[src/rtl/bf_boot_sequencer_pkg.sv]
// bf_boot_sequencer shared types: boot FSM states and the default
// program terminator byte.
package bf_boot_sequencer_pkg;

  typedef logic [7:0] byte_t;

  typedef enum logic [2:0] {
    BOOT_CLEAR = 3'd0,
    BOOT_LOAD  = 3'd1,
    BOOT_ACKW  = 3'd2,
    BOOT_RUN   = 3'd3,
    BOOT_ERROR = 3'd4
  } boot_state_t;

  localparam byte_t BOOT_TERM = 8'h00;

endpackage

[src/rtl/bf_boot_sequencer_if.sv]
// Host byte link plus the IROM/DRAM write ports owned by the boot
// sequencer while the core is held in reset.
interface bf_boot_sequencer_if
  import bf_boot_sequencer_pkg::*;
#(
  parameter int IA_WIDTH = 12,
  parameter int ID_WIDTH = 8,
  parameter int DA_WIDTH = 12,
  parameter int DD_WIDTH = 8
);
  byte_t               rxd;
  logic                rxrda;
  logic                rxack;
  logic                iwce;
  logic [IA_WIDTH-1:0] iwa;
  logic [ID_WIDTH-1:0] iwd;
  logic                dwce;
  logic [DA_WIDTH-1:0] dwa;
  logic [DD_WIDTH-1:0] dwq;

  modport master (
    input  rxd, rxrda,
    output rxack, iwce, iwa, iwd,
    output dwce, dwa, dwq
  );

  modport slave (
    output rxd, rxrda,
    input  rxack, iwce, iwa, iwd,
    input  dwce, dwa, dwq
  );
endinterface

[src/rtl/bf_boot_sequencer_counter.sv]
// Loadable up-counter used for the DRAM and IROM write addresses;
// load wins over count enable.
module bf_boot_sequencer_counter #(
  parameter int WIDTH = 12
) (
  input  logic             clk,
  input  logic             reset,
  input  logic             i_load,
  input  logic [WIDTH-1:0] i_d,
  input  logic             i_en,
  output logic [WIDTH-1:0] o_q
);
  logic [WIDTH-1:0] r_q;

  always_ff @(posedge clk) begin
    if (reset) begin
      r_q <= '0;
    end else if (i_load) begin
      r_q <= i_d;
    end else if (i_en) begin
      r_q <= r_q + WIDTH'(1);
    end
  end

  assign o_q = r_q;
endmodule

[src/rtl/bf_boot_sequencer.sv]
// Boot controller: zero-fills DRAM, loads a program byte stream into
// IROM, then releases the core from reset.
module bf_boot_sequencer
  import bf_boot_sequencer_pkg::*;
#(
  parameter int    IA_WIDTH   = 12,
  parameter int    ID_WIDTH   = 8,
  parameter int    DA_WIDTH   = 12,
  parameter int    DD_WIDTH   = 8,
  parameter byte_t TERMINATOR = BOOT_TERM
) (
  input  logic                clk,
  input  logic                reset,
  input  logic                restart,
  bf_boot_sequencer_if.master bus,
  output logic                core_reset,
  output logic                loaded,
  output logic                error
);
  boot_state_t         r_state;
  boot_state_t         w_next;
  logic                r_rxack;
  logic                r_iwce;
  logic                r_dwce;
  logic                r_core_reset;
  logic                r_loaded;
  logic                r_error;
  byte_t               r_iwd;
  logic [IA_WIDTH-1:0] w_iwa;
  logic [DA_WIDTH-1:0] w_dwa;
  logic                w_take;
  logic                w_iwa_en;
  logic                w_is_term;
  logic                w_iwa_last;
  logic                w_dwa_last;

  assign w_is_term  = (r_iwd == TERMINATOR);
  assign w_iwa_last = (w_iwa == '1);
  assign w_dwa_last = (w_dwa == '1);

  // restart beats a byte arriving on the same cycle
  assign w_take = (r_state == BOOT_LOAD) && bus.rxrda && !restart;

  assign w_iwa_en = (r_state == BOOT_ACKW) && !w_is_term
                    && !w_iwa_last;

  bf_boot_sequencer_counter #(.WIDTH(DA_WIDTH)) u_dwa (
    .clk    (clk),
    .reset  (reset),
    .i_load (restart),
    .i_d    ('0),
    .i_en   (r_dwce),
    .o_q    (w_dwa)
  );

  bf_boot_sequencer_counter #(.WIDTH(IA_WIDTH)) u_iwa (
    .clk    (clk),
    .reset  (reset),
    .i_load (restart),
    .i_d    ('0),
    .i_en   (w_iwa_en),
    .o_q    (w_iwa)
  );

  always_comb begin
    w_next = r_state;
    unique case (r_state)
      BOOT_CLEAR: begin
        if (r_dwce && w_dwa_last) w_next = BOOT_LOAD;
      end
      BOOT_LOAD: begin
        if (bus.rxrda) w_next = BOOT_ACKW;
      end
      BOOT_ACKW: begin
        if (w_is_term)       w_next = BOOT_RUN;
        else if (w_iwa_last) w_next = BOOT_ERROR;
        else                 w_next = BOOT_LOAD;
      end
      BOOT_RUN:   w_next = BOOT_RUN;
      BOOT_ERROR: w_next = BOOT_ERROR;
      default:    w_next = BOOT_CLEAR;
    endcase
    if (restart) w_next = BOOT_CLEAR;
  end

  // outputs are registered from the next state so they line up with it
  always_ff @(posedge clk) begin
    if (reset) begin
      r_state      <= BOOT_CLEAR;
      r_rxack      <= 1'b0;
      r_iwce       <= 1'b0;
      r_iwd        <= '0;
      r_dwce       <= 1'b0;
      r_core_reset <= 1'b1;
      r_loaded     <= 1'b0;
      r_error      <= 1'b0;
    end else begin
      r_state      <= w_next;
      r_rxack      <= w_take;
      r_iwce       <= w_take;
      if (w_take) r_iwd <= bus.rxd;
      r_dwce       <= (w_next == BOOT_CLEAR);
      r_core_reset <= (w_next != BOOT_RUN);
      r_loaded     <= (w_next == BOOT_RUN);
      r_error      <= (w_next == BOOT_ERROR);
    end
  end

  assign bus.rxack  = r_rxack;
  assign bus.iwce   = r_iwce;
  assign bus.iwa    = w_iwa;
  assign bus.iwd    = ID_WIDTH'(r_iwd);
  assign bus.dwce   = r_dwce;
  assign bus.dwa    = w_dwa;
  assign bus.dwq    = DD_WIDTH'(0);
  assign core_reset = r_core_reset;
  assign loaded     = r_loaded;
  assign error      = r_error;
endmodule

[src/flat_wrapper.sv]
// flat-port wrapper written by rule: the top's interface ports become plain ports
module bf_boot_sequencer_flat import bf_boot_sequencer_pkg::*;
#(
  parameter int    IA_WIDTH   = 12,
  parameter int    ID_WIDTH   = 8,
  parameter int    DA_WIDTH   = 12,
  parameter int    DD_WIDTH   = 8,
  parameter byte_t TERMINATOR = BOOT_TERM
)
  (clk, reset, restart, core_reset, loaded, error, bus_rxd, bus_rxrda, bus_rxack, bus_iwce, bus_iwa, bus_iwd, bus_dwce, bus_dwa, bus_dwq);
  bf_boot_sequencer_if #(.IA_WIDTH(IA_WIDTH), .ID_WIDTH(ID_WIDTH), .DA_WIDTH(DA_WIDTH), .DD_WIDTH(DD_WIDTH)) bus_i ();
  input  logic clk;
  input  logic reset;
  input  logic restart;
  output logic core_reset;
  output logic loaded;
  output logic error;
  input wire logic [$bits(bus_i.rxd)-1:0] bus_rxd;
  input wire logic [$bits(bus_i.rxrda)-1:0] bus_rxrda;
  output wire logic [$bits(bus_i.rxack)-1:0] bus_rxack;
  output wire logic [$bits(bus_i.iwce)-1:0] bus_iwce;
  output wire logic [$bits(bus_i.iwa)-1:0] bus_iwa;
  output wire logic [$bits(bus_i.iwd)-1:0] bus_iwd;
  output wire logic [$bits(bus_i.dwce)-1:0] bus_dwce;
  output wire logic [$bits(bus_i.dwa)-1:0] bus_dwa;
  output wire logic [$bits(bus_i.dwq)-1:0] bus_dwq;
  assign bus_i.rxd = bus_rxd;
  assign bus_i.rxrda = bus_rxrda;
  assign bus_rxack = bus_i.rxack;
  assign bus_iwce = bus_i.iwce;
  assign bus_iwa = bus_i.iwa;
  assign bus_iwd = bus_i.iwd;
  assign bus_dwce = bus_i.dwce;
  assign bus_dwa = bus_i.dwa;
  assign bus_dwq = bus_i.dwq;
  bf_boot_sequencer #(.IA_WIDTH(IA_WIDTH), .ID_WIDTH(ID_WIDTH), .DA_WIDTH(DA_WIDTH), .DD_WIDTH(DD_WIDTH), .TERMINATOR(TERMINATOR)) u_core (.clk(clk), .reset(reset), .restart(restart), .bus(bus_i), .core_reset(core_reset), .loaded(loaded), .error(error));
endmodule
[config.mk]
export PLATFORM = sky130hd
export DESIGN_NAME = bf_boot_sequencer_flat
export DESIGN_NICKNAME = d
export VERILOG_FILES = /design/src/rtl/bf_boot_sequencer_pkg.sv /design/src/rtl/bf_boot_sequencer_if.sv /design/src/rtl/bf_boot_sequencer_counter.sv /design/src/rtl/bf_boot_sequencer.sv /design/src/flat_wrapper.sv
export SDC_FILE = /design/constraint.sdc
export NUM_CORES = 1
export LEC_CHECK = 0
export ABC_AREA = 1
export CAP_MARGIN = 10
export CORE_ASPECT_RATIO = 2
export CORE_UTILIZATION = 50
export DETAILED_ROUTE_END_ITERATION = 6
export PLACE_DENSITY = 0.84
export SYNTH_ARGS = -nofsm -noshare
export SYNTH_HDL_FRONTEND = slang
export SYNTH_SLANG_ARGS = --single-unit
[constraint.sdc]
create_clock -name clk -period 3.45 [get_ports clk]
set_input_delay 0.69 -clock clk [delete_from_list [all_inputs] [get_ports clk]]
set_output_delay 0.69 -clock clk [all_outputs]
set_load 0.02 [all_outputs]
---- Word level (Yosys, flattened, before mapping) ----
Cells that the tools add are included.
word-level totals
  word-level logic and storage cells ...... 38
  input bits .............................. 12
  output and inout port bits .............. 46
  flip-flop bits (word level) ............. 40
operators by class
  eq/ne operators ......................... 9
  reduce and logical (&&, ||, !) cells .... 12
  multiplexer cells ....................... 6
  add/subtract/negate cells ............... 2
operator list
  kind                     count
  $add A12 B1 Y12 const B  2
  $eq A12 B12 Y1 const B   2
  $mux W3                  5
  $pmux W3 S5              1
  $eq A3 B2 Y1 const B     3
  $logic_not A8 Y1         1
  $eq A3 B3 Y1 const B     2
  $logic_not A3 Y1         2
  $logic_and A1 B1 Y1      5
  $eq A3 B1 Y1 const B     1
  $logic_not A1 Y1         3
  $ne A3 B2 Y1 const B     1
  $reduce_or A2 Y1         1

---- Depth between registers and ports, before layout ----
  depth in word-level cells ............... 6
  mapped depth ............................ 11
  gate-level depth less buffers ........... 11

---- Hierarchy ----
Synthesis repeated with hierarchy kept, for this count alone.
second synthesis, totals
  cell total of the unflattened synthesis .. 330
  area, all modules ....................... 2229.6 µm²
by module, submodules not included
  module                     sequential area each (µm²)  times used  cells an instance  area an instance (µm²)
  bf_boot_sequencer_counter  240.2                       2           110                735.7
  bf_boot_sequencer          320.3                       1           110                758.2

---- Worst setup path before layout ----
No wires, ideal clock.
  path kind ............................... reg-to-reg
  start ................................... register u_core.u_iwa.r_q[0], in the netlist u_core.u_iwa.o_q[0]
  end ..................................... register u_core.u_iwa.r_q[2], in the netlist u_core.u_iwa.o_q[2]
  path buffers ............................ 1
  arrival ................................. 1.570 ns
  setup time .............................. 0.066 ns
  required time ........................... 3.384 ns
  stages on the path, launching flop included .. 11
  clock period less this slack ............ 1.637 ns
  setup slack ............................. 1.813 ns
  path through ............................ dfxtp_1 -> ha_1 -> nand2_1 -> nor2_2 -> nand2_2 -> nor2_4 -> inv_2 -> nand2_4 -> buf_12 -> nand2_1 -> a21oi_2
between the ends
  longest elaborated chain between the ends .. 3
  elaborated cells between the ends (all ways) .. 4
  classes of those cells .................. add/sub (1); eq/ne (1); reduce/logical (2)
ends and longest elaborated chain
  what                                                                     line                             RTL
  from (decl)                                                              bf_boot_sequencer_counter.sv:13  logic [WIDTH-1:0] r_q;
  from (signal assigned)                                                   bf_boot_sequencer_counter.sv:19  r_q <= i_d;
  from (signal assigned)                                                   bf_boot_sequencer_counter.sv:21  r_q <= r_q + WIDTH'(1);
  parallel branches: the longest is 3 deep, another holds $add A12 B1 Y12  n/a
Several ways; the timed one is not identified.
A chain may end at the register's enable or synchronous reset.

---- Worst setup path in the final report ----
  start ................................... register u_core.r_dwce, in the netlist u_core.bus.dwce
  end ..................................... output port bus_dwce
RTL lines
  what                    line                      RTL
  from (decl)             bf_boot_sequencer.sv:24   logic r_dwce;
  from (signal assigned)  bf_boot_sequencer.sv:102  r_dwce <= (w_next == BOOT_CLEAR);
  to (decl)               flat_wrapper.sv:24        output wire logic [$bits(bus_i.dwce)-1:0] bus_dwce;
No word-level cell between the ends.

==> out/qor.csv <==
stage;metric;value;unit
status;status;completed;
cts;Num CTS Buffers;5;
synthesis;Synth Area in Compound Gates;0.114;
cts;Clock Pin Slew Worst Setup and Hold Paths;70;ps
power;Max VDD drop;0.000317;V
synthesis;Syn Area/Cell;6.98;sq um
placement;Post-Place Worst Slack;1300;ps
setup_path;Worst path top cell family by delay;buffers and inverters;
timing;crit share post-route;0.627;
setup_path;CP Max Fanout;9;
die;die extent in x;46.4;um
detailed_routing;met3 wire length;186;um
detailed_routing;drt wl/cell;11.3;um
detailed_routing;met2 wire length;2380;um
die;Die Area;4210;sq um
synthesis;Post-Synthesis Cells;282;
timing;Final WS setup;1290;ps
die;# IOs;58;
setup_path;WP data required;2760;ps
setup_path;CP peak stage delay;670;ps
timing;Hold WS;506;ps
die;number of placement rows;31;
placement;DP HPWL;3300;um
synthesis;main combinational cell family by area after synthesis;simple AND/OR/NAND/NOR gates;
detailed_routing;ANT nets after route;0;
synthesis;yosys warns;0;
synthesis;Synth Cell Area;1970;sq um
power;Pwr Total;0.795;mW
synthesis;Cell variety after synth;27;
placement;placed standard-cell area;2450;sq um
die;starting density of the core;0.534;
grt;initial antenna violation count;0;
cts;CTS tree;done;
die;Die Y;90.8;um
cells_and_area;Finished Cell Area;2530;sq um
timing;min Tclk post-route;2160;ps
timing;Slew headroom;0.663;
timing;Worst Tran Pin Value;506;ps
grt;first-pass GRT wire length;7220;um
setup_path;crit path kind;flop to output pin;
cts;root cell of the clock tree;clkbuf_8;
setup_path;CP cell instances;clkdlybuf4s50_1;
detailed_routing;routed wire length;4310;um
timing;final hold vios;0;
cts;H-tree levels;2;
setup_path;Worst path slowest cell;clkdlybuf4s50_1;
detailed_routing;uppermost layer routed;met4;
cells_and_area;final core utilization;0.687;
cts;clk_lat worst skew;290;ps
grt;largest net degree at the start of global routing;18;
synthesis;mux cell area share after synthesis;0;
cells_and_area;fin cells;382;
grt;gr ovfl total;0;
cells_and_area;area growth from synthesis to layout;28.5;%
cts;clock sinks;40;
cells_and_area;fin nets;347;
synthesis;synthesized-area fraction occupied by adder cells;0.0127;
detailed_routing;Via density;4.99;
timing;Clock Skew;2.51;ps
timing;Max Slew Vio Count;0;
cells_and_area;diode count;0;
job;Max Cap Viol;0;
placement;Post-Place Cells;375;
cts;CTS Buffer Depth;2;
synthesis;Synth Area in XOR/XNOR;0.0178;
setup_path;startpoint types;flop;
setup_path;CP Capture Type;output pin;
setup_path;CP Data Arrival Time;1470;ps
placement;buffers added on ports;49;
power;P_leak;0.938;nW
timing;FMAX;462;MHz
timing;final setup vio count;0;
grt;All-Layer GR Usage;0.228;
timing;Setup TNS;0;ps
cts;Post-CTS Setup Bufs;0;
synthesis;sequential cell area fraction in the yosys report;0.407;
die;CORE AREA;3680;sq um
detailed_routing;Residual DRC;0;
cts;hold_buf cts;0;
setup_path;CP bufs+invs;1;
synthesis;number of synthesized register bits;40;
synthesis;Post-Synth Simple-Gate Area;0.339;
detailed_routing;total iterations of the first detailed-routing run;4;
detailed_routing;number of DRC markers in iteration 0;32;
timing;RSZ-0062 raised after global routing;false;
cts;# resized after CTS;0;
detailed_routing;routed via count;1908;
min_path;worst hold path class;flop to flop;
grt;vias in the first global route;1751;
cells_and_area;layout cell share with drive strength beyond 1;0.0811;
detailed_routing;M1 wire length;1620;um
placement;RePlAce Congestion;0.885;
cells_and_area;layout filler cell count;335;
power;Power Density;314;nW/um^2
## final timing paths
| path | start | endpoint | slack (ps) | cells past startpoint |
|---|---|---|---|---|
| setup / recovery | u_core.bus.dwce | bus_dwce | 1290 | 1 |
| hold / removal | u_core.u_dwa.o_q[1] | u_core.u_dwa.o_q[1] | 510 | 2 |
| setup reg to reg | u_core.u_iwa.o_q[0] | u_core.u_iwa.o_q[10] | 1670 | 10 |
| hold reg to reg | u_core.u_dwa.o_q[1] | u_core.u_dwa.o_q[1] | 510 | 2 |
## cells in the final DEF, fill, tap and decap left out, drive strengths merged
master,n
nand4,6
dfxtp,40
ha,2
o21ai,18
a211oi,2
and3,1
xnor2,1
nand3,13
a31oi,1
clkinv,1
nor3,10
clkbuf,6
buf,1
a21oi,18
nand2,69
conb,8
inv,30
clkdlybuf4s50,49
nor2,54
xor2,3
## area by class of cell
type | count | area, sq um | area share
clock buffer | 6 | 72.6 | 0.0287
clock inverter | 1 | 5.00 | 0.00198
inverter | 30 | 113 | 0.0445
multi-input combinational | 206 | 981 | 0.388
sequential | 40 | 801 | 0.316
tap | 49 | 61.3 | 0.0242
timing repair buffer | 50 | 498 | 0.197
## routing by layer
| layer | GRT usage | vias up |
|---|---|---|
| li1 | - | 984 |
| met5 | 0 | - |
| met2 | 0.405 | 62 |
| met1 | 0.224 | 850 |
| met4 | 0.115 | 0 |
| met3 | 0.0500 | 12 |
## registers in the layout, summed over array words and instances, names as in the netlist
| signal | count |
|---|---|
| u_core.r_state | 3 |
| u_core.error | 1 |
| u_core.u_iwa.o_q | 12 |
| u_core.bus.rxack | 1 |
| u_core.u_dwa.o_q | 12 |
| u_core.loaded | 1 |
| u_core.bus.dwce | 1 |
| u_core.core_reset | 1 |
| u_core.bus.iwd | 8 |
## cell families (layout without fill, tap and decap cells)
| group | Yosys count | after routing |
|---|---|---|
| AOI/OAI and AO/OA | 39 | 39 |
| xor gates and xnor gates | 4 | 4 |
| adders and majority gates | 2 | 2 |
| buffers and inverters | 43 | 87 |
| DFF | 40 | 40 |
| other | 1 | 8 |
| and+or+nand+nor | 153 | 153 |
## Yosys cell counts
cell type / number / area share
buf_2: 2 / 0.0051
clkbuf_1: 1 / 0.0019
nor3_4: 1 / 0.0083
conb_1: 1 / 0.0019
nor2_1: 51 / 0.097
o21ai_0: 18 / 0.046
nand2_2: 6 / 0.019
nand3_1: 13 / 0.033
ha_1: 2 / 0.013
dfxtp_1: 40 / 0.41
buf_12: 1 / 0.010
nand4_1: 6 / 0.019
a31oi_1: 1 / 0.0032
inv_1: 27 / 0.051
nor2_4: 1 / 0.0057
and3_1: 1 / 0.0032
buf_4: 9 / 0.034
xor2_1: 3 / 0.013
a21oi_2: 6 / 0.027
nand2_4: 1 / 0.0057
nand2_1: 62 / 0.12
nor3_1: 9 / 0.023
nor2_2: 2 / 0.0064
xnor2_1: 1 / 0.0044
inv_2: 3 / 0.0057
a211oi_1: 2 / 0.0076
a21oi_1: 12 / 0.030
## where the power goes
group	internal, mW	switching [mW]
Sequential	0.463	0.00248
Combinational	0.0172	0.0236
Clock	0.137	0.152
Total	0.617	0.178
Power figures use the tool's default switching activity.
